[config.mk]
export PLATFORM = sky130hd
export DESIGN_NAME = uart_rx_frame_parser
export DESIGN_NICKNAME = d
export VERILOG_FILES = /design/src/rtl/uart_frame_pkg.sv /design/src/rtl/uart_frame_timeout_counter.sv /design/src/rtl/uart_rx_frame_parser.sv
export SDC_FILE = /design/constraint.sdc
export NUM_CORES = 1
export LEC_CHECK = 0
export ABC_CLOCK_PERIOD_IN_PS = 5750
export CORE_UTILIZATION = 57
export DETAILED_ROUTE_END_ITERATION = 6
export PLACE_DENSITY_LB_ADDON = 0.25
export REMOVE_ABC_BUFFERS = 1
export SLEW_MARGIN = 20
export SYNTH_ARGS = -nofsm -noshare
export SYNTH_HDL_FRONTEND = slang
export SYNTH_HIERARCHICAL = 1
export SYNTH_SLANG_ARGS = --single-unit
[constraint.sdc]
create_clock -name IN_CLOCK -period 5.75 [get_ports IN_CLOCK]
set_clock_uncertainty 0.15 [all_clocks]
set_input_delay 0.8625 -clock IN_CLOCK [delete_from_list [all_inputs] [get_ports IN_CLOCK]]
set_output_delay 0.8625 -clock IN_CLOCK [all_outputs]
set_load 0.02 [all_outputs]
[src/rtl/uart_frame_pkg.sv]
// Shared types and constants for the UART frame parser: FSM states,
// error codes reported on OUT_ERROR_CODE and the default frame start marker.
package uart_frame_pkg;

  typedef enum logic [1:0] {
    ST_HUNT    = 2'd0,
    ST_LEN     = 2'd1,
    ST_PAYLOAD = 2'd2,
    ST_CHECK   = 2'd3
  } state_e;

  localparam logic [1:0] ERR_CHECKSUM = 2'd0;
  localparam logic [1:0] ERR_BAD_LEN  = 2'd1;
  localparam logic [1:0] ERR_LINE     = 2'd2;
  localparam logic [1:0] ERR_TIMEOUT  = 2'd3;

  localparam logic [7:0] DEFAULT_SYNC_PACK = 8'hA5;

endpackage

[src/rtl/uart_frame_timeout_counter.sv]
// Inter-pack silence counter: counts while enabled, restarts on clear,
// and pulses expired in the cycle the count reaches TIMEOUT_CYCLES-1.
module uart_frame_timeout_counter #(
  parameter int TIMEOUT_CYCLES = 104166
) (
  input  logic clk,
  input  logic rst_n,
  input  logic clear,
  input  logic enable,
  output logic expired
);

  localparam int CNT_W = (TIMEOUT_CYCLES > 1) ? $clog2(TIMEOUT_CYCLES) : 1;
  localparam logic [CNT_W-1:0] LAST = CNT_W'(TIMEOUT_CYCLES - 1);

  logic [CNT_W-1:0] count_q, count_d;

  always_comb begin
    expired = enable && !clear && (count_q == LAST);
    count_d = count_q;
    if (clear || !enable || expired) begin
      count_d = '0;
    end else begin
      count_d = count_q + CNT_W'(1);
    end
  end

  always_ff @(posedge clk or negedge rst_n) begin
    if (!rst_n) begin
      count_q <= '0;
    end else begin
      count_q <= count_d;
    end
  end

endmodule

[src/rtl/uart_rx_frame_parser.sv]
// Reassembles SYNC/LEN/payload/CHK frames from UART RX pack strobes and presents
// checked payloads on a valid/ack output bank; bad frames are dropped and reported.
module uart_rx_frame_parser
  import uart_frame_pkg::*;
#(
  parameter int NUM_OF_DATA_BITS_IN_PACK = 8,
  parameter int MAX_PAYLOAD              = 16,
  parameter logic [NUM_OF_DATA_BITS_IN_PACK-1:0] SYNC_PACK = DEFAULT_SYNC_PACK,
  parameter int TIMEOUT_CYCLES           = 104166,
  parameter int LEN_W                    = $clog2(MAX_PAYLOAD + 1)
) (
  input  logic                                         IN_CLOCK,
  input  logic                                         IN_RESET_N,
  input  logic [NUM_OF_DATA_BITS_IN_PACK-1:0]          IN_RX_DATA,
  input  logic                                         IN_RX_DATA_VALID,
  input  logic                                         IN_RX_ERROR,
  input  logic                                         IN_FRAME_ACK,
  output logic [NUM_OF_DATA_BITS_IN_PACK*MAX_PAYLOAD-1:0] OUT_FRAME_PAYLOAD,
  output logic [LEN_W-1:0]                             OUT_FRAME_LEN,
  output logic                                         OUT_FRAME_VALID,
  output logic                                         OUT_FRAME_ERROR,
  output logic [1:0]                                   OUT_ERROR_CODE,
  output logic                                         OUT_OVERRUN,
  output logic                                         OUT_BUSY
);

  localparam int W   = NUM_OF_DATA_BITS_IN_PACK;
  localparam int BUF = W * MAX_PAYLOAD;

  state_e           state_q, state_d;
  logic [BUF-1:0]   buf_q, buf_d;
  logic [W-1:0]     sum_q, sum_d;
  logic [LEN_W-1:0] idx_q, idx_d;
  logic [LEN_W-1:0] len_q, len_d;

  logic [BUF-1:0]   pay_q, pay_d;
  logic [LEN_W-1:0] olen_q, olen_d;
  logic             vld_q, vld_d;
  logic             ferr_q, ferr_d;
  logic [1:0]       code_q, code_d;
  logic             ovr_q, ovr_d;

  logic             timeout_expired;
  logic             err_hit;
  logic [1:0]       err_code;
  logic             commit;

  uart_frame_timeout_counter #(
    .TIMEOUT_CYCLES(TIMEOUT_CYCLES)
  ) u_timeout (
    .clk    (IN_CLOCK),
    .rst_n  (IN_RESET_N),
    .clear  (IN_RX_DATA_VALID),
    .enable (state_q != ST_HUNT),
    .expired(timeout_expired)
  );

  always_comb begin
    state_d  = state_q;
    buf_d    = buf_q;
    sum_d    = sum_q;
    idx_d    = idx_q;
    len_d    = len_q;
    pay_d    = pay_q;
    olen_d   = olen_q;
    vld_d    = vld_q;
    code_d   = code_q;
    ferr_d   = 1'b0;
    ovr_d    = 1'b0;
    err_hit  = 1'b0;
    err_code = ERR_CHECKSUM;
    commit   = 1'b0;

    if (vld_q && IN_FRAME_ACK) begin
      vld_d = 1'b0;
    end

    unique case (state_q)
      ST_HUNT: begin
        if (IN_RX_DATA_VALID && (IN_RX_DATA == SYNC_PACK)) begin
          state_d = ST_LEN;
        end
      end
      ST_LEN: begin
        if (IN_RX_DATA_VALID) begin
          if (IN_RX_ERROR) begin
            err_hit  = 1'b1;
            err_code = ERR_LINE;
          end else if ((IN_RX_DATA == '0) || (int'(IN_RX_DATA) > MAX_PAYLOAD)) begin
            err_hit  = 1'b1;
            err_code = ERR_BAD_LEN;
          end else begin
            buf_d   = '0;
            sum_d   = IN_RX_DATA;
            idx_d   = '0;
            len_d   = IN_RX_DATA[LEN_W-1:0];
            state_d = ST_PAYLOAD;
          end
        end
      end
      ST_PAYLOAD: begin
        if (IN_RX_DATA_VALID) begin
          if (IN_RX_ERROR) begin
            err_hit  = 1'b1;
            err_code = ERR_LINE;
          end else begin
            buf_d[idx_q*W +: W] = IN_RX_DATA;
            sum_d = sum_q + IN_RX_DATA;
            idx_d = idx_q + LEN_W'(1);
            if (idx_q == len_q - LEN_W'(1)) begin
              state_d = ST_CHECK;
            end
          end
        end
      end
      ST_CHECK: begin
        if (IN_RX_DATA_VALID) begin
          state_d = ST_HUNT;
          if (IN_RX_ERROR) begin
            err_hit  = 1'b1;
            err_code = ERR_LINE;
          end else if (IN_RX_DATA != sum_q) begin
            err_hit  = 1'b1;
            err_code = ERR_CHECKSUM;
          end else begin
            commit = 1'b1;
          end
        end
      end
      default: state_d = ST_HUNT;
    endcase

    // A strobe always clears the counter, so expiry never coincides with a pack.
    if (timeout_expired) begin
      err_hit  = 1'b1;
      err_code = ERR_TIMEOUT;
    end

    if (err_hit) begin
      state_d = ST_HUNT;
      ferr_d  = 1'b1;
      code_d  = err_code;
    end

    if (commit) begin
      if (!vld_q || IN_FRAME_ACK) begin
        pay_d  = buf_q;
        olen_d = len_q;
        vld_d  = 1'b1;
      end else begin
        ovr_d = 1'b1;
      end
    end
  end

  always_ff @(posedge IN_CLOCK or negedge IN_RESET_N) begin
    if (!IN_RESET_N) begin
      state_q <= ST_HUNT;
      idx_q   <= '0;
      len_q   <= '0;
      pay_q   <= '0;
      olen_q  <= '0;
      vld_q   <= 1'b0;
      ferr_q  <= 1'b0;
      code_q  <= 2'd0;
      ovr_q   <= 1'b0;
    end else begin
      state_q <= state_d;
      idx_q   <= idx_d;
      len_q   <= len_d;
      pay_q   <= pay_d;
      olen_q  <= olen_d;
      vld_q   <= vld_d;
      ferr_q  <= ferr_d;
      code_q  <= code_d;
      ovr_q   <= ovr_d;
    end
  end

  // Working buffer and running sum are reseeded in LEN before any use.
  always_ff @(posedge IN_CLOCK) begin
    buf_q <= buf_d;
    sum_q <= sum_d;
  end

  assign OUT_FRAME_PAYLOAD = pay_q;
  assign OUT_FRAME_LEN     = olen_q;
  assign OUT_FRAME_VALID   = vld_q;
  assign OUT_FRAME_ERROR   = ferr_q;
  assign OUT_ERROR_CODE    = code_q;
  assign OUT_OVERRUN       = ovr_q;
  assign OUT_BUSY          = (state_q != ST_HUNT);

endmodule

Yosys cells after proc, flatten, opt, wreduce, memory -nomap -nowiden
Cells that the tools add are included.

Memory bits (read-only): 0. Bits in registers: 303. Logic and storage cells: 119. Input bits: 13. Memories: 0. Latch bits: 0. Memory bits (writable): 0.

Equal/unequal tests: 20. Div/mod/pow operators: 0. Reductions and logical operators: 20. Bitwise gates (word level): 2. Multiplexer cells: 57. Add/sub/neg operators: 5. Multipliers: 0. $lt $le $gt $ge: 1. Shift-type cells: 2.

Operators by type and width (number): 128-bit 2-to-1 mux (5); 128-bit one-hot mux with 2 select lines (1); 128-bit bitwise mux (1); 8-bit by 34-bit variable shift with 128-bit output, first input constant (1); 8-bit by 34-bit indexed part select with 128-bit output (1); 8-bit 2-to-1 mux (5); 8-bit negation with 34-bit output (1); 2-bit 2-to-1 mux (14); 5-bit 2-to-1 mux (5); 3-bit inequality test, second input constant (8); 1-bit 2-to-1 mux (20); 17-bit by 1-bit adder with 17-bit output, second input constant (1); 17-bit == test, second input constant (1); 17-bit 2-to-1 mux (1); 8-bit one-hot mux with 2 select lines (1); 2-bit inequality test, second input constant (5); 5-bit one-hot mux with 2 select lines (1); 8-bit adder (1); 8-bit == test, second input constant (1); 8-bit by 5-bit > comparator with 1-bit output, second input constant (1); 8-bit logical NOT (1); 8-bit inequality test (1); 2-bit one-hot mux with 4 select lines (1); 8-bit AND reduction (1); 17 further kinds (28).

Logic depth before layout (Yosys ltp)
Gate-level depths: netlist of the first run.

Depth in word-level cells: 9. Mapped depth: 13. Gate-level depth less buffers: 10.

Hierarchy
The synthesis of the first run kept the hierarchy.

By module, submodules not included: uart_rx_frame_parser (cells each 992, area each 12949.9 um2, times used 1); uart_frame_timeout_counter (cells each 86, area each 909.6 um2, times used 1).

Worst setup path after synthesis of the first run
OpenSTA, ideal clock, no wires.

Path kind: input-to-reg. From: in IN_RX_DATA[1]. To: reg idx_q[4]. Setup slack: 0.196 ns. Required time: 5.474 ns. Stages: 9. Buffers on the path: 1. Arrival: 5.278 ns. Cell sequence: clkbuf_1 > nor4_1 > mux2i_1 > a21oi_1 > o21ai_0 > inv_1 > nand4_1 > xnor2_1 > nor2_1.

Cells in the longest elaborated chain, start to end: 4. Elaborated cells on any way between the ends: 5.

Ends and longest elaborated chain: start, declared (line uart_rx_frame_parser.sv:14) `input logic [NUM_OF_DATA_BITS_IN_PACK-1:0] IN_RX_DATA,`; 8-bit by 5-bit > comparator with 1-bit output / 8-bit logical NOT (equally long branches) (line uart_rx_frame_parser.sv:89) `end else if ((IN_RX_DATA == '0) || (int'(IN_RX_DATA) > MAX_PAYLOAD)) begin`; 1-bit logical OR * (line uart_rx_frame_parser.sv:89); 2-bit inequality test (no line) *; 6-bit AND reduction (no line) *; end signal, assigned (line uart_rx_frame_parser.sv:169) `idx_q <= idx_d;`; end, declared (line uart_rx_frame_parser.sv:33) `logic [LEN_W-1:0] idx_q, idx_d;`.

Every way passes the cells marked *; elsewhere a longest branch is shown, timed or not. A chain may end at the register's enable or synchronous reset.

Final worst setup path of the first run
From: reg idx_q[0]. To: reg buf_q[20] (data pin).

Cells in the longest elaborated chain, start to end: 6. Elaborated cells on any way between the ends: 7.

Ends and longest elaborated chain: 8-bit negation with 34-bit output * (line uart_rx_frame_parser.sv:107) `buf_d[idx_q*W +: W] = IN_RX_DATA;`; 8-bit by 34-bit indexed part select with 128-bit output / 8-bit by 34-bit variable shift with 128-bit output (equally long branches) (line uart_rx_frame_parser.sv:107); 128-bit bitwise mux * (line uart_rx_frame_parser.sv:107); 128-bit 2-to-1 mux * (line uart_rx_frame_parser.sv:103) `if (IN_RX_ERROR) begin`; 128-bit 2-to-1 mux * (line uart_rx_frame_parser.sv:102) `if (IN_RX_DATA_VALID) begin`; 128-bit one-hot mux with 2 select lines * (line uart_rx_frame_parser.sv:78) `unique case (state_q)`; end signal, assigned (line uart_rx_frame_parser.sv:182) `buf_q <= buf_d;`; end, declared (line uart_rx_frame_parser.sv:31) `logic [BUF-1:0] buf_q, buf_d;`.

Every way passes the cells marked *; elsewhere a longest branch is shown, timed or not. The select of a mux whose other input is x is not followed.

==> impl_metrics.ini, run 1 <==
[outcome]
status = completed

[synthesis]
ys_types = 65
async_flop_share_pct = 55.1
synth_area_leaders = dfrtp_1 30%, edfxtp_1 29%, mux2_2 11%
synthCells = 1078
yosysMostFrequentCell = dfrtp_1
syn-cell-area_um2 = 13900
synth_top_area_share_pct = 30.2
synthFlopType = dfrtp_1
syn_area_per_cell_um2 = 12.9
ys_ff_latch = 303
synth_edf_count = 136
seq_area_frac_synth_pct = 59.6
yosys_warnings = 6
yosys-top-cells-count = 167 x dfrtp_1, 155 x nor2_1, 136 x edfxtp_1, 130 x mux2_2, 106 x mux2i_1
synth_top_area_cell = dfrtp_1

[power]
p_clk_share_pct = 32.9
power_switching_mw = 1.96
ir_worst_vdd_mv = 0.320
power.leakage_nw = 7.37
combinationalPowerShare_pct = 24.1
seqPwrFrac_pct = 42.9
finalPower_mw = 6.15
switching_share_pct = 31.9
p_int_mw = 4.19
p_per_area_nw_per_um2 = 370

[setup_path]
end_kind = flop
critPathKind = flop to flop
cp_max_fo = 20
worstPathArrival_ps = 4290
crit-reg2reg-launch = idx_q[0]
cp-start-kind = flop
crit_required_ps = 5870
crit_path_start = idx_q[0]

[clock_network]
cts.root.buffer_cell = clkbuf_16
cts_tree = yes
cts-resized-gates = 0
cts_hold_buf = 0
post_cts_buffers = 0
cts.sink_count = 303
cts_buffer_depth = 3
path_clk_slew_ps = 60
cts_buffers = 31
insertion_delay_ps = 550
htreeDepth = 1

[drt]
dr_wl_met3_um = 1470
wl_per_cell_um = 19.1
dr_wl_met2_um = 14500
dr.pass1.iters = 5
drt-initial-drc-count = 677
highest_layer = met4
vias = 8910
met1_length_um = 13200
wl_um = 29800
viasPerCell = 5.71
ant_nets = 0
remaining_drc_errors = 0

[final_layout]
syn_to_final_growth_pct = 19.9
drive_gt1_share_pct = 17.3
n_antenna_cell = 0
post-route-util_pct = 70.2
layout.nets = 1247

[timing]
fin_setup_tns_ps = 0
drv_slew = 0
finalSetupViolCount = 0
finalHoldViolations = 0
worst_hold_slack_ps = 132
rsz0062_at_grt = no
fin_crit_ps = 4160
setup_slack_ps = 1590
clock.fmax_mhz = 240
slew_headroom_pct = 34.2
period_share_pct = 72.4
tightest_slew_ps = 977

[die]
core_area_um2 = 23700
initial_utilization_pct = 58.5
rows = 56
ioPinCount = 152
dieArea_um2 = 24900
die_height_um = 158
dieWidth_um = 158

[grt]
grt_pass1_vias = 8831
grt_use_total_pct = 24.5
grt_overflow = 0
antenna_found_initial = 0
grt_max_degree = 110
grt_pass1_wl_um = 47500

[placement]
gp_congestion = 0.824
post-place-ws_ps = 1320
port_buffers = 151
dpl.hpwl_um = 19400

[min_path]
hold_path.class = primary input to asynchronous set/reset pin

[job]
maxCapViolCount = 0
area by class of cell:
| type | instances | area (µm²) |
|---|---|---|
| clock buffer | 41 | 843 |
| timing repair buffer | 167 | 1650 |
| multi-input combinational | 693 | 5190 |
| inverter | 20 | 82.6 |
| sequential | 303 | 8260 |
| fill | 1692 | 7070 |
| clock inverter | 17 | 185 |
| tap | 319 | 399 |
flip-flops by register name, indices dropped and copies added, names as in the netlist, 2 cells and up:
signal	flops
len_q	5
state_q	2
sum_q	8
OUT_FRAME_LEN	5
buf_q	128
OUT_FRAME_PAYLOAD	128
u_timeout/count_q	17
idx_q	5
OUT_ERROR_CODE	2
worst max-delay path, cell delays in order (launching register included):
cell and delay (ps):
dfrtp_1 760, inv_1 180, ha_1 260, nand2b_1 120
nor2_1 60, ha_1 310, or3b_1 530, a2111oi_4 790
nand3_2 410, mux2i_1 270, nor2_1 60
per-layer routing:
layer | vias to the layer above | global-route usage [%]
met3 | 56 | 2.82
li1 | 4149 | -
met4 | 0 | 7.23
met5 | - | 0
met1 | 4418 | 34.3
met2 | 287 | 40.4
power by group through the flow:
stage / logic (mW) / clock network [mW] / registers, mW
2_1_floorplan: 1.05 / 0 / 2.65
3_3_place_gp: 1.44 / 0 / 2.67
3_5_place_dp: 1.47 / 0 / 2.68
4_1_cts: 1.48 / 2.05 / 2.64
5_1_grt: 1.63 / 2.14 / 2.66
6_report: 1.48 / 2.02 / 2.64
placed cells by master (no fill, tap or decap), types with 3 or more instances in the layout:
cell and n:
clkinv_2 3, or3_1 4, nand4_1 18, clkbuf_1 7, nand3_2 3, nand3_1 24
and3_1 14, mux2_2 130, a22o_1 3, clkinv_1 8, edfxtp_1 136, xnor2_1 7
nor4_1 5, nor3_4 3, o31ai_1 3, inv_1 17, bufinv_16 4, nor2_1 155
mux2i_1 106, clkbuf_8 3, a21oi_1 31, nand3b_1 3, nand2b_1 8, or4_1 7
nor3_1 11, clkdlybuf4s50_1 150, dfrtp_1 167, ha_1 17, nor2b_1 4, mux2_1 6
xor2_1 18, nand2_1 57, buf_4 15, clkbuf_16 31, o21ai_0 14, and4_1 3
path summary, 6_finish.rpt:
kind / to / slack [ps] / cells after the start
setup / recovery: buf_q[20] / 1590 / 10
hold / removal: OUT_FRAME_PAYLOAD[120] / 130 / 1
setup reg to reg: buf_q[20] / 1590 / 10
hold reg to reg: OUT_FRAME_PAYLOAD[6] / 340 / 1
max in group asynchronous: OUT_FRAME_PAYLOAD[50] / 4180 / 2
min in group IN_CLOCK: OUT_FRAME_PAYLOAD[6] / 340 / 1
logic make-up (layout without fill, tap and decap cells):
family	count (synthesis)	after routing	synth area share (%)
AO/OA/AOI/OAI	68	68	3.31
XOR/XNOR	25	25	1.58
adder cells (fa/ha/maj)	18	18	1.68
buffers and inverters	82	245	2.90
flip-flops	303	303	59.6
multiplexers	242	242	18.7
AND/OR/NAND/NOR	340	340	12.2
per-stage QoR:
step                std cells  cell area [µm²]
floorplan                1016            13500
global placement         1502            15600
detailed placement       1502            15600
CTS                      1560            16600
global route             1560            16600
finish                   1560            16600
No activity file was read; power rests on OpenSTA's default activity.
==> run 2: changes to the inputs <==
Settings changed: ABC_CLOCK_PERIOD_IN_PS 5750 to 3570, CORE_UTILIZATION 57 to 51.
Clock period 5.75 ns to 3.57 ns, I/O delays scaled along.
==> impl_metrics.ini, run 2 (synthesis results as in run 1) <==
[setup_path]
slowest_stage = or4_1
worstPathArrival_ps = 3560
cp_max_fo = 8
critPathKind = flop to flop
crit_buf_inv = 2
end_kind = flop
cp-start-kind = flop
crit_path_cell_trace = inv_1 -> ha_1 -> nand2b_1 -> nor2_1 -> ha_1 -> or3b_1 -> buf_4 -> or4_1 -> mux2i_1 -> nor2_1
slowest_delay_ps = 700
crit_family = simple AND/OR/NAND/NOR gates
crit_required_ps = 3700

[grt]
use_met1_pct = 31.8
grt_use_met3_pct = 2.78
antenna_found_initial = 0
grt_use_total_pct = 22.1
top_usage_layer = met2
grt_pass1_wl_um = 49000
met2_usage_pct = 35.8
grt_max_degree = 81
grt_overflow = 0
grt_pass1_vias = 8743

[final_layout]
final_common_cell = dfrtp_1
fillers = 2021
layout.nets = 1265
layout_common_cells = 167 x dfrtp_1, 155 x nor2_1, 150 x clkdlybuf4s50_1, 136 x edfxtp_1, 130 x mux2_2
syn_to_final_growth_pct = 21.4
fin_cells = 1594
post-route-util_pct = 63.9
design_area_um2 = 16800
drive_gt1_share_pct = 19.1
n_antenna_cell = 0
multi_input_area_um2 = 5200
register_area_um2 = 8260

[die]
dieWidth_um = 167
initial_utilization_pct = 52.6
core_area_um2 = 26400
rows = 59
ioPinCount = 152
dieArea_um2 = 27800
die_height_um = 167

[clock_network]
cts.root.buffer_cell = clkbuf_16
insertion_delay_ps = 560
path_clk_slew_ps = 60
cts.sink_count = 303
cts_tree = yes
cts_buffers = 31
cts_buffer_depth = 3
post_cts_buffers = 0
htreeDepth = 1

[timing]
finalHoldViolations = 0
clock.fmax_mhz = 291
drv_slew = 0
setup_slack_ps = 139
fin_crit_ps = 3430
fin_setup_tns_ps = 0
rsz0062_at_grt = no
finalSetupViolCount = 0
period_share_pct = 96.1
slew_headroom_pct = 35.8
tightest_slew_ps = 954

[drt]
ant_nets = 0
remaining_drc_errors = 0
vias = 8875
dr.pass1.iters = 5
drt-initial-drc-count = 469
wl_per_cell_um = 19.0
viasPerCell = 5.57
wl_um = 30300

[placement]
dpl.hpwl_um = 19700
placed_area_um2 = 15800
port_buffers = 151
gp_congestion = 0.822
dp_cells = 1535
post-place-ws_ps = 53.7

[power]
seqPwrFrac_pct = 42.1
switching_share_pct = 32.3
p_int_mw = 6.77
p_clk_share_pct = 32.5
power.leakage_nw = 7.50
power_switching_mw = 3.23
combinationalPowerShare_pct = 25.4
ir_worst_vdd_mv = 0.459
p_per_area_nw_per_um2 = 594

[job]
maxCapViolCount = 0

[min_path]
hold_path.class = flop to flop

[outcome]
status = completed
## run 2: final timing paths
kind	endpoint	slack (ps)	cells past startpoint	start
min in group asynchronous	OUT_FRAME_PAYLOAD[11]	390	2	IN_RESET_N
hold reg to reg	OUT_FRAME_PAYLOAD[5]	340	1	buf_q[5]
max in group asynchronous	u_timeout/count_q[5]	2030	3	IN_RESET_N
setup / recovery	buf_q[29]	140	10	idx_q[1]
setup reg to reg	buf_q[29]	140	10	idx_q[1]
hold / removal	OUT_FRAME_PAYLOAD[5]	340	1	buf_q[5]
## run 2: per-stage QoR
stage / total power [mW] / hold WS, ps
after floorplan: 5.96 / 89.9
after global placement: 6.73 / 320
after detailed placement: 6.79 / 327
after CTS: 10.1 / 346
after global routing: 10.5 / 361
final: 9.99 / 337
## run 2: cell type report
cell class	count	area share, %
sequential	303	49.1
multi-input combinational	693	30.9
inverter	20	0.491
tap	335	2.49
clock inverter	19	0.900
timing repair buffer	185	10.9
clock buffer	39	5.22
## run 2: power groups by stage
stage | Combinational (mW) | Clock [mW] | Sequential [mW]
floorplan | 1.70 | 0 | 4.27
global placement | 2.46 | 0 | 4.27
detailed placement | 2.51 | 0 | 4.28
CTS | 2.53 | 3.31 | 4.21
global route | 2.78 | 3.44 | 4.24
finish | 2.54 | 3.25 | 4.21
## run 2: repair_timing
item	in CTS	in global routing
gates resized for setup	0	1
hold buffers	1	0
setup endpoints to repair	0	8
hold endpoints to repair	63	0
## run 2: metal layers
layer | share of wire (%) | wire length [µm] | vias up
met2 | 47 | 14400 | 230
met5 | 0 | 0 | -
met3 | 4.6 | 1400 | 36
met1 | 46 | 14000 | 4434
met4 | 1.5 | 457 | 0
li1 | - | - | 4175
